$ cat src/rtl/spi_slave_responder.sv
// SPI slave with oversampled pad inputs, a one-entry transmit holding buffer and a
// received-word strobe; usable as a loop-back target for an SPI master.
module spi_slave_responder #(
    parameter int DATA_W    = 32,
    parameter int SS_BIT    = 0,
    parameter int LSB_FIRST = 0,
    parameter int RX_NEG    = 0,
    parameter int TX_NEG    = 1
) (
    input  logic              clock,
    input  logic              rst_n,
    input  logic [7:0]        ss_pad_o,
    input  logic              sclk,
    input  logic              mosi_pad_o,
    output logic              miso_pad_i,
    input  logic [DATA_W-1:0] tx_data,
    input  logic              tx_valid,
    output logic              tx_ready,
    output logic [DATA_W-1:0] rx_data,
    output logic [7:0]        rx_bits,
    output logic              rx_valid,
    output logic              tx_underrun,
    output logic              busy
);

    typedef enum logic {IDLE, ACTIVE} state_t;

    localparam logic [7:0] FULL_CNT = 8'(DATA_W);
    localparam logic [8:0] WIDTH_9  = 9'(DATA_W);

    state_t            state_q, state_d;
    logic              ss_meta, ss_sync;
    logic              sclk_meta, sclk_sync, sclk_prev;
    logic              mosi_meta, mosi_sync;
    logic [DATA_W-1:0] rx_shift, tx_shift, hold_data;
    logic [DATA_W-1:0] rx_shifted, tx_shifted, rx_aligned;
    logic              hold_full, sampled, pending_underrun;
    logic [7:0]        bit_cnt;
    logic [8:0]        align_amt;
    logic              start_frame, end_frame, word_done, reload;
    logic              do_sample, do_drive, report;
    logic              sclk_rise, sclk_fall, sample_edge, drive_edge;
    logic              unused_ss_bits;

    assign unused_ss_bits = ^ss_pad_o;

    // Two-flop synchronizers on every pad, plus a history flop for sclk edge detection.
    always_ff @(posedge clock or negedge rst_n) begin
        if (!rst_n) begin
            ss_meta   <= 1'b1;
            ss_sync   <= 1'b1;
            sclk_meta <= 1'b0;
            sclk_sync <= 1'b0;
            sclk_prev <= 1'b0;
            mosi_meta <= 1'b0;
            mosi_sync <= 1'b0;
        end else begin
            ss_meta   <= ss_pad_o[SS_BIT];
            ss_sync   <= ss_meta;
            sclk_meta <= sclk;
            sclk_sync <= sclk_meta;
            sclk_prev <= sclk_sync;
            mosi_meta <= mosi_pad_o;
            mosi_sync <= mosi_meta;
        end
    end

    assign sclk_rise   = sclk_sync & ~sclk_prev;
    assign sclk_fall   = ~sclk_sync & sclk_prev;
    assign sample_edge = (RX_NEG != 0) ? sclk_fall : sclk_rise;
    assign drive_edge  = (TX_NEG != 0) ? sclk_fall : sclk_rise;

    always_ff @(posedge clock or negedge rst_n) begin
        if (!rst_n) state_q <= IDLE;
        else        state_q <= state_d;
    end

    always_comb begin
        state_d     = state_q;
        start_frame = 1'b0;
        end_frame   = 1'b0;
        case (state_q)
            IDLE: begin
                if (!ss_sync) begin
                    state_d     = ACTIVE;
                    start_frame = 1'b1;
                end
            end
            ACTIVE: begin
                if (ss_sync) begin
                    state_d   = IDLE;
                    end_frame = 1'b1;
                end
            end
            default: state_d = IDLE;
        endcase
    end

    // A drive edge only advances miso once the current word has had a sample edge, which
    // covers both the CPHA=0 leading edge and the edge right after a word reload.
    assign word_done  = (state_q == ACTIVE) && (bit_cnt == FULL_CNT);
    assign reload     = start_frame || (word_done && !end_frame);
    assign do_sample  = (state_q == ACTIVE) && !ss_sync && sample_edge && !word_done;
    assign do_drive   = (state_q == ACTIVE) && !ss_sync && drive_edge && sampled && !reload;
    assign report     = word_done || (end_frame && (bit_cnt != 8'd0));

    assign rx_shifted = (LSB_FIRST != 0) ? {mosi_sync, rx_shift[DATA_W-1:1]}
                                         : {rx_shift[DATA_W-2:0], mosi_sync};
    assign tx_shifted = (LSB_FIRST != 0) ? {1'b0, tx_shift[DATA_W-1:1]}
                                         : {tx_shift[DATA_W-2:0], 1'b0};
    assign align_amt  = WIDTH_9 - {1'b0, bit_cnt};
    assign rx_aligned = (LSB_FIRST != 0) ? (rx_shift >> align_amt) : rx_shift;

    assign tx_ready   = !hold_full;
    assign busy       = (state_q == ACTIVE);
    assign miso_pad_i = (state_q == ACTIVE) ? ((LSB_FIRST != 0) ? tx_shift[0] : tx_shift[DATA_W-1])
                                            : 1'b0;

    // An empty-buffer reload at a word boundary only counts as an underrun once a bit of
    // that zero word is actually clocked, so a frame ending on a word boundary is clean.
    always_ff @(posedge clock or negedge rst_n) begin
        if (!rst_n) begin
            hold_data        <= '0;
            hold_full        <= 1'b0;
            tx_shift         <= '0;
            rx_shift         <= '0;
            bit_cnt          <= 8'd0;
            sampled          <= 1'b0;
            pending_underrun <= 1'b0;
            tx_underrun      <= 1'b0;
            rx_data          <= '0;
            rx_bits          <= 8'd0;
            rx_valid         <= 1'b0;
        end else begin
            rx_valid <= 1'b0;

            if (tx_valid && !hold_full) begin
                hold_data <= tx_data;
                hold_full <= 1'b1;
            end else if (reload) begin
                hold_full <= 1'b0;
            end

            if (do_sample) begin
                rx_shift <= rx_shifted;
                bit_cnt  <= bit_cnt + 8'd1;
                sampled  <= 1'b1;
                if (pending_underrun) begin
                    tx_underrun      <= 1'b1;
                    pending_underrun <= 1'b0;
                end
            end

            if (do_drive) tx_shift <= tx_shifted;

            if (reload) begin
                tx_shift <= hold_full ? hold_data : '0;
                sampled  <= 1'b0;
                if (start_frame) begin
                    pending_underrun <= 1'b0;
                    if (!hold_full) tx_underrun <= 1'b1;
                end else begin
                    pending_underrun <= !hold_full;
                end
            end

            if (report) begin
                rx_valid <= 1'b1;
                rx_bits  <= bit_cnt;
                rx_data  <= rx_aligned;
            end

            if (word_done || start_frame || end_frame) begin
                bit_cnt  <= 8'd0;
                rx_shift <= '0;
            end

            if (end_frame) begin
                sampled          <= 1'b0;
                pending_underrun <= 1'b0;
            end
        end
    end

endmodule

$ cat config.mk
export PLATFORM = sky130hd
export DESIGN_NAME = spi_slave_responder
export DESIGN_NICKNAME = d
export VERILOG_FILES = /design/src/rtl/spi_slave_responder.sv
export SDC_FILE = /design/constraint.sdc
export NUM_CORES = 1
export LEC_CHECK = 0
export ABC_AREA = 1
export CELL_PAD_IN_SITES_DETAIL_PLACEMENT = 2
export CELL_PAD_IN_SITES_GLOBAL_PLACEMENT = 2
export CORE_MARGIN = 2
export CORE_UTILIZATION = 34
export DETAILED_ROUTE_END_ITERATION = 10
export GPL_TIMING_DRIVEN = 0
export HOLD_SLACK_MARGIN = 0.12
export PLACE_DENSITY_LB_ADDON = 0.1
export SYNTH_ARGS = -nofsm -noshare
export SYNTH_HDL_FRONTEND = slang
export SYNTH_SLANG_ARGS = --single-unit
$ cat constraint.sdc
create_clock -name clock -period 2.03 [get_ports clock]
set_input_delay 0.406 -clock clock [delete_from_list [all_inputs] [get_ports clock]]
set_output_delay 0.406 -clock clock [all_outputs]
set_load 0.01 [all_outputs]
# Yosys cells after proc, flatten, opt, wreduce, memory -nomap -nowiden
# Cells that the tools add are included.
dict set report op_classes {
  bitwise 4
  n_eq_ne 1
  n_reduce_logical 24
  mux 27
  n_addsub 1
}
# cell n
set ops {}
lappend ops {{2-to-1 mux 32 bit} 5}
lappend ops {{2-to-1 mux 1 bit} 20}
lappend ops {{2-to-1 mux 8 bit} 2}
lappend ops {{logical AND 1 bit} 10}
lappend ops {{adder 8 x 1 -> 8 bit, second input constant} 1}
lappend ops {{== test 8 x 6 -> 1 bit, second input constant} 1}
lappend ops {{nonzero test 8 bit} 1}
lappend ops {{nonzero test 2 bit} 3}
lappend ops {{logical NOT 1 bit} 5}
lappend ops {{logical OR 1 bit} 4}
lappend ops {{nonzero test 3 bit} 1}
lappend ops {{AND 1 bit} 2}
lappend ops {{inverter 1 bit} 2}
dict set report totals {
  output_inout_bits 45
  wordCells 76
  ff_bits 157
  input_bits 45
}

# Logic depth before layout (Yosys ltp)
dict set report logic_depth {
  ltp_word 9
  mapped_depth 11
  mapped_depth_nobuf 9
}

# Worst setup path after synthesis
# No wires, ideal clock.
dict set report synth_path {
  path_kind {register to register}
  from {reg bit_cnt[0]}
  to {reg rx_shift[12], in the netlist rx_aligned[12]}
  t_arrival_ns 1.430
  setup_slack_ns 0.482
  t_required_ns 1.912
  synth_period_minus_slack_ns 1.548
  path_stages_with_launch 12
  setup_time_ns 0.118
  n_path_buf 2
  path_cell_list {dfrtp_1 > inv_1 > ha_1 > nand2_1 > nor2_4 > nand2_2 > nand2_2 > inv_2 > buf_4 > buf_4 > nand2_1 > nand2_1}
}
dict set report synth_between {
  elab_chain_cells 5
  elab_cells_between_ends 8
  cone_classes {eq/ne: 1; mux: 1; reduce/logical: 6}
}
# item line_no
set synth_lines {}
lappend synth_lines {{start: declaration} 38} ;# logic [7:0] bit_cnt;
lappend synth_lines {{start signal: assignment} 146} ;# bit_cnt <= bit_cnt + 8'd1;
lappend synth_lines {{== test 8 x 6 -> 1 bit *} 101} ;# assign word_done = (state_q == ACTIVE) && (bit_cnt == FULL_CNT);
lappend synth_lines {{logical AND 1 bit *} 101}
lappend synth_lines {{logical OR 1 bit / logical NOT 1 bit (equally long branches)} {173, 103}}
lappend synth_lines {{logical OR 1 bit / logical AND 1 bit (equally long branches)} {173, 103}}
lappend synth_lines {{2-to-1 mux 32 bit / nonzero test 2 bit (equally long branches)} -}
lappend synth_lines {{end signal: assignment} 145} ;# rx_shift <= rx_shifted;
lappend synth_lines {{end: declaration} 35} ;# logic [DATA_W-1:0] rx_shift, tx_shift, hold_data;
# Mark *: on every way between the ends. The rest lies on a longest branch, timed or not.
# A chain may end at the register's enable or synchronous reset.

# Final worst setup path
dict set report layout_path {
  from {reg state_q, in the netlist busy}
  to {out miso_pad_i}
}
dict set report layout_between {
  elab_chain_cells 1
}
# item line_no
set layout_lines {}
lappend layout_lines {{start: declaration} 31} ;# state_t state_q, state_d;
lappend layout_lines {{start signal: assignment} 75} ;# else state_q <= state_d;
lappend layout_lines {{2-to-1 mux 1 bit} 116} ;# assign miso_pad_i = (state_q == ACTIVE) ? ((LSB_FIRST != 0) ? tx_shift[0] : tx_shift[DATA_W-1])
lappend layout_lines {{end: declaration} 15} ;# output logic miso_pad_i,
# No other way between the ends.

==> run_summary.xml <==
<?xml version="1.0" encoding="UTF-8"?>
<metrics>
  <group name="run_status">
    <metric name="outcome" unit="">completed</metric>
  </group>
  <group name="power_and_ir_drop">
    <metric name="totalPowerFinal" unit="mW">8.24</metric>
    <metric name="worst_ir_drop_vdd" unit="V">0.000636</metric>
    <metric name="powerDensity" unit="nW/um^2">969</metric>
    <metric name="power.static_leakage" unit="nW">4.10</metric>
  </group>
  <group name="critical_path">
    <metric name="slowest_stage" unit="">sky130_fd_sc_hd__clkdlybuf4s50_1</metric>
    <metric name="cp_data_required_time" unit="ns">1.62</metric>
    <metric name="rr_startpoint" unit="">bit_cnt[0]$_DFFE_PN0P_</metric>
    <metric name="crit_fanout" unit="">6</metric>
    <metric name="timing.critical_path.slowest_cell_delay" unit="ns">0.52</metric>
    <metric name="timing.critical_path.cells" unit="">nand2_1 -&gt; inv_1 -&gt; clkdlybuf4s50_1</metric>
    <metric name="worst-r2r-cell-count" unit="">11</metric>
    <metric name="setup.worst_path.start_class" unit="">register</metric>
    <metric name="r2r-end" unit="">rx_aligned[18]$_DFFE_PN0P_</metric>
    <metric name="path_class" unit="">reg -&gt; out</metric>
    <metric name="regToRegSetupSlack" unit="ns">0.17</metric>
    <metric name="timing.critical_path.to_type" unit="">primary output</metric>
    <metric name="cp.arrival" unit="ns">1.54</metric>
  </group>
  <group name="finish">
    <metric name="num-nets-final" unit="">837</metric>
    <metric name="layout_commonest_cell" unit="">sky130_fd_sc_hd__nand2_1</metric>
    <metric name="diodes" unit="">0</metric>
    <metric name="final_cell_count_no_fill" unit="">1068</metric>
    <metric name="multi_input_comb_area" unit="um^2">2390</metric>
    <metric name="final_cell_area" unit="um^2">8500</metric>
    <metric name="number_of_fill_cells" unit="">2051</metric>
    <metric name="register_area" unit="um^2">3930</metric>
    <metric name="finalCoreUtilization" unit="%">44.1</metric>
    <metric name="layout-drive-gt1-share" unit="%">15.7</metric>
    <metric name="final_cell_mix" unit="">178 x sky130_fd_sc_hd__nand2_1, 154 x sky130_fd_sc_hd__dfrtp_1, 141 x sky130_fd_sc_hd__nand3_1, 80 x sky130_fd_sc_hd__clkdlybuf4s50_1, 72 x sky130_fd_sc_hd__nand4_1</metric>
    <metric name="layout-area-overhead-vs-synth" unit="%">28.3</metric>
  </group>
  <group name="floorplanning">
    <metric name="number_of_top_level_pins" unit="">90</metric>
    <metric name="num_rows" unit="">51</metric>
    <metric name="dieArea" unit="um^2">20600</metric>
    <metric name="initial_utilization" unit="%">34.4</metric>
    <metric name="die_height" unit="um">144</metric>
    <metric name="core_area" unit="um^2">19300</metric>
    <metric name="die_w" unit="um">144</metric>
  </group>
  <group name="cts">
    <metric name="tritoncts" unit="">done</metric>
    <metric name="htree_levels" unit="">4</metric>
    <metric name="clock_tree.buffer_depth" unit="">2</metric>
    <metric name="clock-sinks" unit="">157</metric>
    <metric name="clk_pin_slew_worst_paths" unit="ns">0.06</metric>
    <metric name="cts_root_buf" unit="">sky130_fd_sc_hd__clkbuf_16</metric>
    <metric name="cts_made_buffers" unit="">17</metric>
    <metric name="clock_insertion_delay_worst_skew" unit="ns">0.44</metric>
  </group>
  <group name="sta">
    <metric name="worst_pin_slew" unit="ns">0.708</metric>
    <metric name="timing_max_transition_violations_final" unit="">0</metric>
    <metric name="final.min_clock_period" unit="ns">1.94</metric>
    <metric name="grt_setup_unrepaired" unit="">yes</metric>
    <metric name="final_worst_setup_slack" unit="ns">0.0870</metric>
    <metric name="slew-limit-headroom" unit="%">52.8</metric>
    <metric name="setup_viol_count_final" unit="">0</metric>
    <metric name="post-route-period-util" unit="%">95.7</metric>
    <metric name="fmax" unit="MHz">515</metric>
    <metric name="final_hold_viol_count" unit="">0</metric>
    <metric name="clock-skew-final" unit="ns">0.0111</metric>
  </group>
  <group name="routing">
    <metric name="drt_iter0_drc" unit="">176</metric>
    <metric name="ant_nets" unit="">0</metric>
    <metric name="drt_pass1_iterations" unit="">4</metric>
    <metric name="routed_wl" unit="um">18500</metric>
    <metric name="vias_per_cell" unit="">5.07</metric>
    <metric name="avgRoutedWirePerCell" unit="um">17.3</metric>
    <metric name="post-route-drc-count" unit="">0</metric>
    <metric name="route.vias.total" unit="">5410</metric>
  </group>
  <group name="synth">
    <metric name="seq_area_frac_synth" unit="%">59.3</metric>
    <metric name="synth.top_cell.area_share" unit="%">58.5</metric>
    <metric name="warnings_from_yosys" unit="">0</metric>
    <metric name="cells_after_synth" unit="">685</metric>
    <metric name="register_bit_total_from_synthesis" unit="">157</metric>
    <metric name="synthesis.nets" unit="">732</metric>
    <metric name="syn_area_per_cell" unit="um^2">9.68</metric>
    <metric name="top_area_cells_in_the_synthesized_netlist" unit="">sky130_fd_sc_hd__dfrtp_1 59%, sky130_fd_sc_hd__nand3_1 11%, sky130_fd_sc_hd__nand2_1 10%</metric>
    <metric name="summed_instance_area_of_the_synthesized_netlist" unit="um^2">6630</metric>
    <metric name="netlist.top_cell.by_area" unit="">sky130_fd_sc_hd__dfrtp_1</metric>
    <metric name="yosysUniqueCellTypes" unit="">25</metric>
  </group>
  <group name="placed_design">
    <metric name="placement.cell_area" unit="um^2">7810</metric>
    <metric name="io_buffers" unit="">82</metric>
    <metric name="detailed_place_hpwl" unit="um">12900</metric>
    <metric name="placement.setup.worst_slack" unit="ns">0.0476</metric>
    <metric name="routabilityCongestion" unit="">0.746</metric>
    <metric name="placed_cells" unit="">1033</metric>
  </group>
  <group name="min_path">
    <metric name="worst_hold_startpoint" unit="">sclk_meta$_DFF_PN0_</metric>
    <metric name="holdPathStages" unit="">0</metric>
    <metric name="min_to" unit="">sclk_sync$_DFF_PN0_</metric>
    <metric name="hp-class" unit="">reg -&gt; reg</metric>
  </group>
  <group name="global_routing">
    <metric name="vias_in_the_first_global_route" unit="">5997</metric>
    <metric name="largest_net_degree_at_the_start_of_global_routing" unit="">92</metric>
    <metric name="grt_overflow" unit="">0</metric>
    <metric name="groute.usage.overall" unit="%">19.3</metric>
    <metric name="grt_pass1_wl" unit="um">31200</metric>
    <metric name="antenna_found_initial" unit="">0</metric>
  </group>
  <group name="flow_run">
    <metric name="drv_cap" unit="">0</metric>
  </group>
</metrics>
## final cells by class
class	instances	share of cell area, %
repair buffers	86	10.3
clock inverters	11	1.96
multi-input cells	453	28.2
plain buffers	53	3.03
well taps	265	3.90
clock buffers	21	5.42
inverters	22	0.971
flip-flops and latches	157	46.3
## metal layers
layer / wire length (um) / global-route usage, % / up-vias
li1: - / - / 2562
met1: 8240 / 24.6 / 2737
met2: 9510 / 33.5 / 88
met3: 452 / 3.33 / 23
met4: 288 / 6.40 / 0
met5: 0 / 0 / -
## worst max-delay path by stage
stage | startpoint | to | slack (ns) | cells after the start
2_1_floorplan | bit_cnt[0]$_DFFE_PN0P_ | rx_aligned[12]$_DFFE_PN0P_ | 0.48 | 11
3_3_place_gp | rst_n | hold_data[13]$_DFFE_PN0P_ | -5.94 | 1
3_5_place_dp | bit_cnt[0]$_DFFE_PN0P_ | rx_bits[6]$_DFFE_PN0P_ | 0.05 | 10
4_1_cts | bit_cnt[0]$_DFFE_PN0P_ | rx_bits[5]$_DFFE_PN0P_ | 0.03 | 8
5_1_grt | bit_cnt[0]$_DFFE_PN0P_ | rx_aligned[14]$_DFFE_PN0P_ | -0.01 | 11
6_report | busy$_DFF_PN0_ | miso_pad_i | 0.09 | 3
## sequential cells by signal, summed over array words and instances (netlist names), 8 cells and up
register / cells
rx_aligned: 32
hold_data: 32
rx_bits: 8
rx_data: 32
bit_cnt: 8
tx_shift: 32
## critical path: cells and delay by family (launching register included)
| kind | cells | cell delay, ns |
|---|---|---|
| flip-flops | 1 | 0.45 |
| buffers and inverters | 2 | 0.58 |
| AND/OR/NAND/NOR | 1 | 0.08 |
## power breakdown
group	switching, mW	internal [mW]
sequential	0.263	3.58
combinational	0.488	0.460
clock	1.32	2.12
## stage by stage
step                      hold slack [ns]  TNS, ns
after detailed placement            0.343        0
after floorplan                     0.110        0
after global routing                0.375  -0.0238
final                               0.353        0
after global placement              0.346  -926.92
after CTS                           0.357        0
## logic make-up (layout without fill, tap and decap cells)
group	after synthesis	after routing	synth area share, %
AOI/OAI and AO/OA	6	6	0.547
muxes	32	32	5.44
adders and majority gates	2	2	0.378
DFF	157	157	59.3
buffers and inverters	75	193	4.95
and+or+nand+nor	413	413	29.4
## synth_stat cells (all sizes together)
library cell and number:
nand3 143, o21ai 4, nor2 11, dfrtp 155, nor3 2, ha 2, or2 1, buf 33
a21oi 1, nand2 184, clkbuf 20, nand4 72, o211ai 1, clkinv 1, mux2 32, dfstp 2
inv 21
## what timing repair did
| action | 4_1_cts | 5_1_grt |
|---|---|---|
| cloned | 0 | 0 |
| resized for setup | 3 | 16 |
| setup buffers | 0 | 2 |
| hold buffers | 1 | 0 |
| endpoints found under the hold margin | 90 | 0 |
| endpoints found under the setup margin | 2 | 65 |
Power figures use the tool's default switching activity.
